[src/rtl/program_sequencer_if.sv]
// rtl/program_sequencer_if.sv - ROM and control-unit signal bundle for the program sequencer
interface program_sequencer_if #(parameter int N = 2);
    logic         run;
    logic [7:0]   instruction;
    logic         zed;
    logic [N-1:0] addr;
    logic [7:0]   instr_q;
    logic         exec_en;
    logic         halted;
    logic         busy;

    modport master (
        input  run, instruction, zed,
        output addr, instr_q, exec_en, halted, busy
    );

    modport slave (
        output run, instruction, zed,
        input  addr, instr_q, exec_en, halted, busy
    );
endinterface

[src/rtl/program_sequencer.sv]
// rtl/program_sequencer.sv - Fetch/execute sequencer resolving JMP/SKZ/HLT and strobing data-path opcodes
module program_sequencer #(
    parameter int N = 2
) (
    input logic                 clk,
    input logic                 rst,
    program_sequencer_if.master bus
);

    typedef enum logic [1:0] {
        IDLE  = 2'd0,
        FETCH = 2'd1,
        EXEC  = 2'd2,
        HALT  = 2'd3
    } state_t;

    localparam logic [3:0] OP_HLT = 4'hD;
    localparam logic [3:0] OP_SKZ = 4'hE;
    localparam logic [3:0] OP_JMP = 4'hF;

    state_t       state;
    state_t       state_nxt;
    logic [N-1:0] addr_q;
    logic [N-1:0] addr_nxt;
    logic [N-1:0] addr_plus1;
    logic [N-1:0] addr_plus2;
    logic [7:0]   instr_r;
    logic [3:0]   opcode;
    logic         is_ctrl;

    assign opcode     = instr_r[7:4];
    assign is_ctrl    = (opcode == OP_HLT) || (opcode == OP_SKZ) || (opcode == OP_JMP);
    // Chained increments keep the modulo-2^N wrap correct for every legal N, including N=1.
    assign addr_plus1 = addr_q + N'(1);
    assign addr_plus2 = addr_plus1 + N'(1);

    always_ff @(posedge clk) begin
        if (rst) begin
            state <= IDLE;
        end else begin
            state <= state_nxt;
        end
    end

    always_comb begin
        state_nxt = state;
        addr_nxt  = addr_q;
        case (state)
            IDLE: begin
                if (bus.run) begin
                    state_nxt = FETCH;
                end
            end
            FETCH: begin
                state_nxt = bus.run ? EXEC : IDLE;
            end
            EXEC: begin
                state_nxt = FETCH;
                case (opcode)
                    OP_JMP:  addr_nxt = instr_r[N-1:0];
                    OP_SKZ:  addr_nxt = bus.zed ? addr_plus2 : addr_plus1;
                    OP_HLT:  state_nxt = HALT;
                    default: addr_nxt = addr_plus1;
                endcase
            end
            HALT: begin
                state_nxt = HALT;
            end
            default: begin
                state_nxt = IDLE;
            end
        endcase
    end

    always_ff @(posedge clk) begin
        if (rst) begin
            addr_q  <= '0;
            instr_r <= 8'h00;
        end else begin
            if (state == FETCH) begin
                instr_r <= bus.instruction;
            end
            addr_q <= addr_nxt;
        end
    end

    // The strobe is masked while rst is high so the control unit never sees it on a reset edge.
    assign bus.exec_en = (state == EXEC) && !is_ctrl && !rst;
    assign bus.addr    = addr_q;
    assign bus.instr_q = instr_r;
    assign bus.halted  = (state == HALT);
    assign bus.busy    = (state == FETCH) || (state == EXEC);

endmodule

[src/flat_wrapper.sv]
// flat-port wrapper written by rule: the top's interface ports become plain ports
module program_sequencer_flat 
#(
    parameter int N = 2
)
  (clk, rst, bus_run, bus_instruction, bus_zed, bus_addr, bus_instr_q, bus_exec_en, bus_halted, bus_busy);
  program_sequencer_if #(.N(N)) bus_i ();
  input logic clk;
  input logic rst;
  input wire logic [$bits(bus_i.run)-1:0] bus_run;
  input wire logic [$bits(bus_i.instruction)-1:0] bus_instruction;
  input wire logic [$bits(bus_i.zed)-1:0] bus_zed;
  output wire logic [$bits(bus_i.addr)-1:0] bus_addr;
  output wire logic [$bits(bus_i.instr_q)-1:0] bus_instr_q;
  output wire logic [$bits(bus_i.exec_en)-1:0] bus_exec_en;
  output wire logic [$bits(bus_i.halted)-1:0] bus_halted;
  output wire logic [$bits(bus_i.busy)-1:0] bus_busy;
  assign bus_i.run = bus_run;
  assign bus_i.instruction = bus_instruction;
  assign bus_i.zed = bus_zed;
  assign bus_addr = bus_i.addr;
  assign bus_instr_q = bus_i.instr_q;
  assign bus_exec_en = bus_i.exec_en;
  assign bus_halted = bus_i.halted;
  assign bus_busy = bus_i.busy;
  program_sequencer #(.N(N)) u_core (.clk(clk), .rst(rst), .bus(bus_i));
endmodule
[config.mk]
export PLATFORM = sky130hd
export DESIGN_NAME = program_sequencer_flat
export DESIGN_NICKNAME = d
export VERILOG_FILES = /design/src/rtl/program_sequencer_if.sv /design/src/rtl/program_sequencer.sv /design/src/flat_wrapper.sv
export SDC_FILE = /design/constraint.sdc
export NUM_CORES = 1
export LEC_CHECK = 0
export CAP_MARGIN = 20
export CORE_MARGIN = 3
export CORE_UTILIZATION = 38
export CTS_BUF_LIST = sky130_fd_sc_hd__clkbuf_8
export DETAILED_ROUTE_END_ITERATION = 16
export PLACE_DENSITY = 0.75
export SLEW_MARGIN = 15
export SYNTH_ARGS = -nofsm -noshare
export SYNTH_HDL_FRONTEND = slang
export SYNTH_SLANG_ARGS = --single-unit
[constraint.sdc]
create_clock -name clk -period 1.4 [get_ports clk]
set_clock_uncertainty 0.2 [all_clocks]
set_input_delay 0.28 -clock clk [delete_from_list [all_inputs] [get_ports clk]]
set_output_delay 0.28 -clock clk [all_outputs]
set_load 0.03 [all_outputs]
Word level (Yosys, flattened, before mapping)
Cells that the tools add are included.
{ "word_totals": {"reg_bits": 12, "in_bits": 12, "out_inout_bits": 13} }
{ "classes": {"n_addsub": 2, "eq_ne": 7, "mux": 6, "bitwise_logic": 1, "reduce_logical": 9} }
{ "op_table": {"columns": ["operator", "count"], "rows": [
  ["$eq 4x4->1 const B", 3],
  ["$mux 2", 4],
  ["$pmux 2 s4", 1],
  ["$pmux 2 s3", 1],
  ["$add 2x1->2 const B", 2],
  ["$eq 2x2->1 const B", 2],
  ["$logic_or 1x1->1", 3],
  ["$eq 2x1->1 const B", 1],
  ["$logic_and 1x1->1", 2],
  ["$logic_not 1->1", 2],
  ["$logic_not 2->1", 1],
  ["$ne 2x2->1 const B", 1],
  ["$reduce_and 2->1", 1],
  ["$not 1->1", 1]
]} }

Longest topological paths before layout
Gate-level depths: netlist of run 1.
{ "depth": {"depth_word": 6, "depth_mapped": 7, "mapped_depth_nobuf": 6} }

Worst setup path before layout of run 1
Ideal clock, no wire load.
{ "synth_timing": {"path_type": "register to output", "from": "register u_core.instr_r[5] (netlist: u_core.bus.instr_q[5])", "to": "output port bus_exec_en", "t_arrival_ns": 1.574, "required_time_ns": 0.920, "path_slack_ns": -0.654, "stages_incl_launch_ff": 4, "path_buffers": 0, "cell_sequence": "dfxtp_1 > nand4b_1 > nand2_1 > nor3b_1"} }
{ "synth_via": {"elab_chain_cells": 6, "word_cells_on_any_way": 8, "classes_between": "eq/ne: 3; reduce/logical: 5"} }
{ "synth_rtl": {"columns": ["item", "line", "text"], "rows": [
  ["start, declared", "program_sequencer.sv:27", "logic [7:0] instr_r;"],
  ["start signal, assigned", "program_sequencer.sv:81", "instr_r <= bus.instruction;"],
  ["$eq 4x4->1", "program_sequencer.sv:32", "assign is_ctrl = (opcode == OP_HLT) || (opcode == OP_SKZ) || (opcode == OP_JMP);"],
  ["$logic_or 1x1->1", "program_sequencer.sv:32", null],
  ["$logic_or 1x1->1 *", "program_sequencer.sv:32", null],
  ["$logic_not 1->1 *", "program_sequencer.sv:88", "assign bus.exec_en = (state == EXEC) && !is_ctrl && !rst;"],
  ["$logic_and 1x1->1 * (2 in a row)", "program_sequencer.sv:88", null],
  ["end, declared", "flat_wrapper.sv:15", "output wire logic [$bits(bus_i.exec_en)-1:0] bus_exec_en;"]
]} }
Mark *: on every way between the ends. The rest lies on a longest branch, timed or not.

Worst setup path in the final report of run 1
Same ends and word-level chain as after synthesis.

==> metrics.cfg, run 1 <==
[critical_path]
path_max_fanout = 3
cp.required_ns = 0.92
critPathTopFamily = simple AND/OR/NAND/NOR gates
cp_cell_sequence = nand4b_1, nand2_2, nor3b_4, buf_6
end_kind = primary output
critical_path_class = register to primary output
critPathSlowestCell = dfxtp_4
critical_path.max_stage_delay_ns = 0.36
arrival_ns = 1.18
start_kind = register
path_buf_inv = 1

[global_routing]
grt_pass1_wl_um = 2610
grt_max_degree = 14
grt_pass1_vias = 619
grtUsageTotal = 0.180
antenna_found_initial = 0
grt-ovfl-total = 0

[clock_network]
clock_sink_count = 12
clock_latency_ns = 0.24
cts_max_level = 1
ctsLongestPathBuffers = 2
clkTransAtPathRegs_ns = 0.06
cts_root_buf = clkbuf_8
cts_hold_buffers = 0
cts-buffers-inserted = 3
tritoncts = done

[layout]
drive_above_1_share = 0.486
final-seq-area_um2 = 254
syn_to_final_growth_pct = 86.6
mostFrequentLayoutCells = 18 x buf_4, 12 x nor2_1, 10 x clkdlybuf4s50_1, 8 x mux2i_1, 8 x buf_6
layout_commonest_cell = buf_4
design_area_um2 = 1120
final_util = 0.809
multiInputGateArea_um2 = 423
nets = 125
fill_cells = 85
n_antenna_cell = 0

[placed_design]
dpl-instance-area_um2 = 943
numPortBuffers = 24
gp_congestion = 0.702
hpwl_um = 1130

[logic_synthesis]
synth_nets = 84
synth_area_um2 = 599
seq_area_frac_synth = 0.401
syn_area_per_cell_um2 = 8.95
synth_cells = 67
synth_cell_types = 20
yosys_register_bits = 12
yosysWarnings = 0

[timing]
setup_viol = 5
tns_ns = -0.548
finalMaxSlewViolations = 0
min_period_ns = 1.66
slew_headroom = 0.849
hold-worst-slack_ns = 0.312
worst_pin_slew_ns = 0.226
timing.final.crit_share = 1.19
rsz0062_at_grt = true
fin_ws_ns = -0.260
fmax_ghz = 0.602
finalHoldViolCount = 0

[pwr]
power_mw = 1.04
vdd_drop_max_uv = 724
p_leak_nw = 0.462
power_density_nw_per_um2 = 929

[detailed_routing]
top_layer_used = met4
routed_wirelength_um = 1620
vias = 633
drtIter0Drc = 6
wl_met3_um = 83
wl_per_cell_um = 13.3
via_per_inst = 5.19
met1Wirelength_um = 706
drtAntennaViolNets = 0
drt_first_pass_iters = 3
dr_wl_met2_um = 768
drc_errors = 0

[outcome]
violations = negative setup slack
status = finished with violations

[die]
coreArea_um2 = 1380
ios = 25
initial_core_util = 0.433
die-area_um2 = 2090
fp.dieW_um = 45.7
rows = 13
die_h_um = 45.7

[hold_path]
min-delay-path-class = register to register

[job]
cap_viol_max_count = 0

-- state kept, by name, summed over array words and instances (netlist names) --
| name | count |
|---|---|
| u_core.state | 2 |
| u_core.bus.addr | 2 |
| u_core.bus.instr_q | 8 |
-- final timing paths --
check	from	to	slack, ns	depth (start not counted)
worst max-delay path	u_core.bus.instr_q[5]	bus_exec_en	-0.26	4
worst min-delay path	u_core.bus.instr_q[3]	u_core.bus.instr_q[3]	0.31	2
worst max register to register	u_core.bus.instr_q[5]	u_core.bus.addr[1]	-0.01	6
worst min register to register	u_core.bus.instr_q[3]	u_core.bus.instr_q[3]	0.31	2
-- routing by layer --
layer | vias up | GRT usage
met5 | - | 0
met4 | 0 | 0.148
met3 | 7 | 0.0553
met2 | 21 | 0.273
met1 | 293 | 0.206
li1 | 312 | -
-- cells by family after synthesis --
logic type	Yosys count	share of synthesized area
multiplexers	8	0.134
buffers and inverters	5	0.0334
adder cells (fa/ha/maj)	5	0.104
AND/OR/NAND/NOR	24	0.184
AO/OA/AOI/OAI	13	0.144
flip-flops	12	0.401
-- cell type report --
type | instances | area share
clock buffers | 4 | 0.0492
inverters | 3 | 0.0123
multi-input cells | 50 | 0.378
flip-flops and latches | 12 | 0.227
well taps | 15 | 0.0168
repair buffers | 38 | 0.317
-- repair_timing --
item | CTS | global route
endpoints found under the setup margin | 4 | 16
pin swaps | 6 | 10
gates resized for setup | 18 | 13
setup buffers | 3 | 1
-- synth_stat cells (all sizes together) --
| cell | count | area share |
|---|---|---|
| clkbuf | 1 | 0.0063 |
| nor2 | 12 | 0.075 |
| o2111a | 1 | 0.019 |
| nor3b | 2 | 0.025 |
| nand3 | 2 | 0.017 |
| dfxtp | 12 | 0.40 |
| a21oi | 4 | 0.033 |
| o31ai | 1 | 0.013 |
| ha | 5 | 0.10 |
| o22ai | 1 | 0.010 |
| nand2 | 5 | 0.031 |
| a2bb2oi | 1 | 0.015 |
| o22a | 1 | 0.015 |
| nor2b | 2 | 0.021 |
| mux2i | 8 | 0.13 |
| nand4b | 1 | 0.015 |
| inv | 3 | 0.019 |
| buf | 1 | 0.0083 |
| a41oi | 1 | 0.015 |
| o21ai | 3 | 0.025 |
-- tightest hold or removal path: stages (launching register included) --
cell	delay, ns
dfxtp_1	0.33
mux2i_1	0.07
nor2_1	0.08
-- power breakdown --
group / internal (mW) / switching (mW)
sequential: 0.364 / 0.0196
combinational: 0.145 / 0.133
clock: 0.248 / 0.130
-- through the flow --
step	cells	setup WS, ns
2_1_floorplan	67	-0.108
3_3_place_gp	116	-0.259
3_5_place_dp	116	-0.293
4_1_cts	123	-0.254
5_1_grt	122	-0.308
6_report	122	-0.260
No activity file was read; power rests on OpenSTA's default activity.
==> run 2, diff against run 1 <==
Settings changed: GPL_TIMING_DRIVEN from default to 0, PLACE_DENSITY 0.75 to 0.85, SKIP_CTS_REPAIR_TIMING from default to 1.
==> run 2 against run 1 <==
Compared with the run above: the run still ends with negative setup slack left; die area unchanged; final area fell by 10%; highest routed layer is now met3; final cell count is 6.6% lower; critical path depth up 1; combinational power decreased by 21%; register-to-register slack worse by 0.06 ns; largest power group unchanged; worst hold slack got worse by 0.0084 ns; count of clock-buffer cells in the layout decreased by 1; via count is 7.7% lower; fmax down 3.4%; global-route usage down 2.8 points; power shrank 11%.
==> metrics.cfg, run 2 (synthesis results as in run 1) <==
[detailed_routing]
drtIter0Drc = 9
vias = 584
wl_per_cell_um = 14.0
drt_first_pass_iters = 3
via_per_inst = 5.12
drtAntennaViolNets = 0
routed_wirelength_um = 1600
drc_errors = 0

[pwr]
p_sw_frac = 0.290
p_int_mw = 0.659
clkPwrFrac = 0.342
power.switching_mw = 0.269
p_seq_frac = 0.422
p_leak_nw = 0.463
vdd_drop_max_uv = 601
pwr-share-comb = 0.236
power_density_nw_per_um2 = 922
power_mw = 0.929

[timing]
slew_headroom = 0.691
worst_pin_slew_ns = 0.464
finalMaxSlewViolations = 0
min_period_ns = 1.72
timing.final.crit_share = 1.23
tns_ns = -1.15
fmax_ghz = 0.582
finalHoldViolCount = 0
hold-worst-slack_ns = 0.304
rsz0062_at_grt = true
setup_viol = 13
fin_ws_ns = -0.320

[layout]
mostFrequentLayoutCells = 12 x nor2_1, 10 x clkdlybuf4s50_1, 8 x mux2i_1, 5 x dlymetal6s2s_1, 5 x dfxtp_1
syn_to_final_growth_pct = 68.1
drive_above_1_share = 0.323
largest_reg_flops = 8
layout_commonest_cell = nor2_1
fill_cells = 96
multiInputGateArea_um2 = 394
nets = 117
final-seq-area_um2 = 259
n_antenna_cell = 0
fin_cells = 114

[die]
rows = 13
die-area_um2 = 2090
fp.dieW_um = 45.7
coreArea_um2 = 1380
die_h_um = 45.7
initial_core_util = 0.433
ios = 25

[critical_path]
arrival_ns = 1.24
critical_path_class = register to primary output
path_max_fanout = 4
cp.required_ns = 0.92
start_kind = register
r2r_slack_ns = -0.07
end_kind = primary output

[global_routing]
grt_pass1_vias = 568
grt-ovfl-total = 0
grt_max_degree = 11
grtUsageTotal = 0.153
grt_pass1_wl_um = 2390
antenna_found_initial = 0

[clock_network]
cts-buffers-inserted = 3
ctsLongestPathBuffers = 2
clock_sink_count = 12
clkTransAtPathRegs_ns = 0.05
tritoncts = done
clock_latency_ns = 0.24
cts_root_buf = clkbuf_8
cts_max_level = 1

[outcome]
status = finished with violations
violations = negative setup slack

[job]
cap_viol_max_count = 0

[placed_design]
dpl.cell_count = 106
numPortBuffers = 24
dp_slack_ns = -0.748
gp_congestion = 0.677

[hold_path]
min-delay-path-class = register to register

==> run 2: layer usage <==
layer / vias to the layer above / part of all wire / track usage
met4: 0 / 0 / 0.0341
met3: 0 / 0.059 / 0.0277
met1: 267 / 0.42 / 0.193
met5: - / 0 / 0
met2: 17 / 0.52 / 0.267
li1: 300 / - / -
==> run 2: area by class of cell <==
class | instances | area share
Timing Repair Buffer | 28 | 0.257
Tap cell | 15 | 0.0186
Inverter | 3 | 0.0161
Buffer | 2 | 0.0149
Sequential cell | 12 | 0.257
Multi-Input combinational cell | 50 | 0.391
Clock inverter | 1 | 0.00373
Clock buffer | 3 | 0.0410
==> run 2: stage by stage <==
step / utilization / instance area, um^2
2_1_floorplan: - / 626
3_3_place_gp: 0.640 / 885
3_5_place_dp: 0.640 / 885
4_1_cts: 0.672 / 930
5_1_grt: 0.729 / 1010
6_report: 0.729 / 1010
==> run 2: critical path: stages, from the launching register on <==
cell,delay (ns)
dfxtp_4,0.36
inv_4,0.09
ha_4,0.14
nand2_2,0.07
nor3b_4,0.18
buf_6,0.15
==> run 2: final timing paths <==
path                    startpoint                     to  cells after the start
max reg2reg        u_core.state[1]        u_core.state[1]                      7
min reg2reg  u_core.bus.instr_q[2]  u_core.bus.instr_q[2]                      2
min          u_core.bus.instr_q[2]  u_core.bus.instr_q[2]                      2
max                u_core.state[0]            bus_exec_en                      5
==> run 2: power groups by stage <==
| stage | logic, mW | clock network [mW] | registers [mW] |
|---|---|---|---|
| CTS | 0.212 | 0.322 | 0.390 |
| global placement | 0.205 | 0 | 0.394 |
| global route | 0.238 | 0.335 | 0.396 |
| detailed placement | 0.211 | 0 | 0.396 |
| finish | 0.219 | 0.318 | 0.392 |
| floorplan | 0.0880 | 0 | 0.427 |
==> run 3, diff against run 2 <==
Settings changed: GPL_TIMING_DRIVEN 0 to 1.
==> run 3 against run 2 <==
Compared with the run above: the flow still finishes with violations (negative setup slack); register-to-register slack got worse by 0.03 ns; power rose by 17%; via count rose by 17%; final cell count rose by 7.0%; setup slack barely moved; final area rose by 11%; critical endpoint unchanged; highest routed layer is now met4.
==> metrics.cfg, run 3 (synthesis results as in run 1) <==
[detailed_routing]
drtAntennaViolNets = 0
drtIter0Drc = 19
wl_per_cell_um = 17.9
via_per_inst = 5.60
drc_errors = 0
routed_wirelength_um = 2180
vias = 683
drt_first_pass_iters = 4

[die]
die-area_um2 = 2090
coreArea_um2 = 1380
initial_core_util = 0.433
fp.dieW_um = 45.7
die_h_um = 45.7
rows = 13
ios = 25

[clock_network]
clock_latency_ns = 0.25
clock_sink_count = 12
cts-buffers-inserted = 3
ctsLongestPathBuffers = 2
tritoncts = done
clkTransAtPathRegs_ns = 0.06
cts_root_buf = clkbuf_8
cts_max_level = 1

[pwr]
power.switching_mw = 0.324
p_int_mw = 0.763
p_seq_frac = 0.354
power_mw = 1.09
power_density_nw_per_um2 = 971
pwr-share-comb = 0.273
clkPwrFrac = 0.373
p_leak_nw = 0.467
vdd_drop_max_uv = 851
p_sw_frac = 0.298

[timing]
setup_viol = 10
tns_ns = -0.997
finalMaxSlewViolations = 0
fmax_ghz = 0.582
worst_pin_slew_ns = 0.185
finalHoldViolCount = 0
min_period_ns = 1.72
rsz0062_at_grt = true
timing.final.crit_share = 1.23
fin_ws_ns = -0.319
slew_headroom = 0.873

[layout]
final_util = 0.810
n_antenna_cell = 0
syn_to_final_growth_pct = 86.8
fin_cells = 122
final-seq-area_um2 = 256
drive_above_1_share = 0.467
mostFrequentLayoutCells = 19 x buf_4, 11 x nor2_1, 10 x clkdlybuf4s50_1, 7 x mux2i_1, 7 x buf_6
fill_cells = 75
multiInputGateArea_um2 = 424
nets = 125
largest_reg_flops = 8
layout_commonest_cell = buf_4

[critical_path]
cp_cell_sequence = inv_2, ha_4, nand2_2, nor3b_4, buf_6
critPathSlowestCell = dfxtp_2
arrival_ns = 1.24
critical_path_class = register to primary output
start_kind = register
end_kind = primary output
path_max_fanout = 3
path_buf_inv = 2
critical_path.max_stage_delay_ns = 0.33
critPathTopFamily = flip-flops
cp.required_ns = 0.92

[global_routing]
grt_max_degree = 14
grt-ovfl-total = 0
grt_pass1_vias = 666
antenna_found_initial = 0
grtUsageTotal = 0.189
grt_pass1_wl_um = 2770

[placed_design]
dpl.cell_count = 116
hpwl_um = 1150
gp_congestion = 0.750
numPortBuffers = 24

[job]
cap_viol_max_count = 0

[outcome]
violations = negative setup slack
status = finished with violations

[hold_path]
min-delay-path-class = register to register

-- run 3: worst paths after layout --
kind / startpoint / endpoint / slack, ns / depth (start not counted)
setup / recovery: u_core.state[0] / bus_exec_en / -0.32 / 5
hold / removal: u_core.bus.instr_q[3] / u_core.bus.instr_q[3] / 0.32 / 2
setup reg to reg: u_core.state[1] / u_core.bus.instr_q[1] / -0.10 / 5
hold reg to reg: u_core.bus.instr_q[3] / u_core.bus.instr_q[3] / 0.32 / 2
-- run 3: per-stage QoR --
| stage | cell area [um^2] | hold slack, ns | setup WS (ns) |
|---|---|---|---|
| finish | 1120 | 0.322 | -0.319 |
| global route | 1120 | 0.348 | -0.370 |
| CTS | 998 | 0.306 | -0.360 |
| detailed placement | 943 | 0.288 | -0.309 |
| global placement | 943 | 0.281 | -0.268 |
| floorplan | 626 | 0.149 | -0.108 |
-- run 3: layout make-up --
cell class	count	share of cell area
clock buffers	4	0.0492
inverters	3	0.0101
multi-input cells	50	0.379
flip-flops and latches	12	0.229
well taps	15	0.0168
repair buffers	38	0.316
-- run 3: metal layers --
layer | wire length (um) | track usage
met5 | 0 | 0
met2 | 1160 | 0.304
met1 | 835 | 0.213
met3 | 144 | 0.0553
met4 | 44 | 0.125
-- run 3: power groups by stage --
stage	logic (mW)	registers, mW	clock network, mW
finish	0.297	0.385	0.405
global route	0.315	0.387	0.426
CTS	0.250	0.383	0.400
detailed placement	0.246	0.388	0
global placement	0.239	0.388	0
floorplan	0.0880	0.427	0
-- run 3: worst register-to-register path, cell delays in order, from the launching register on --
cell and delay, ns:
dfxtp_4 0.36, inv_1 0.17, ha_4 0.19, buf_12 0.13, mux2i_1 0.24, nor2_1 0.10
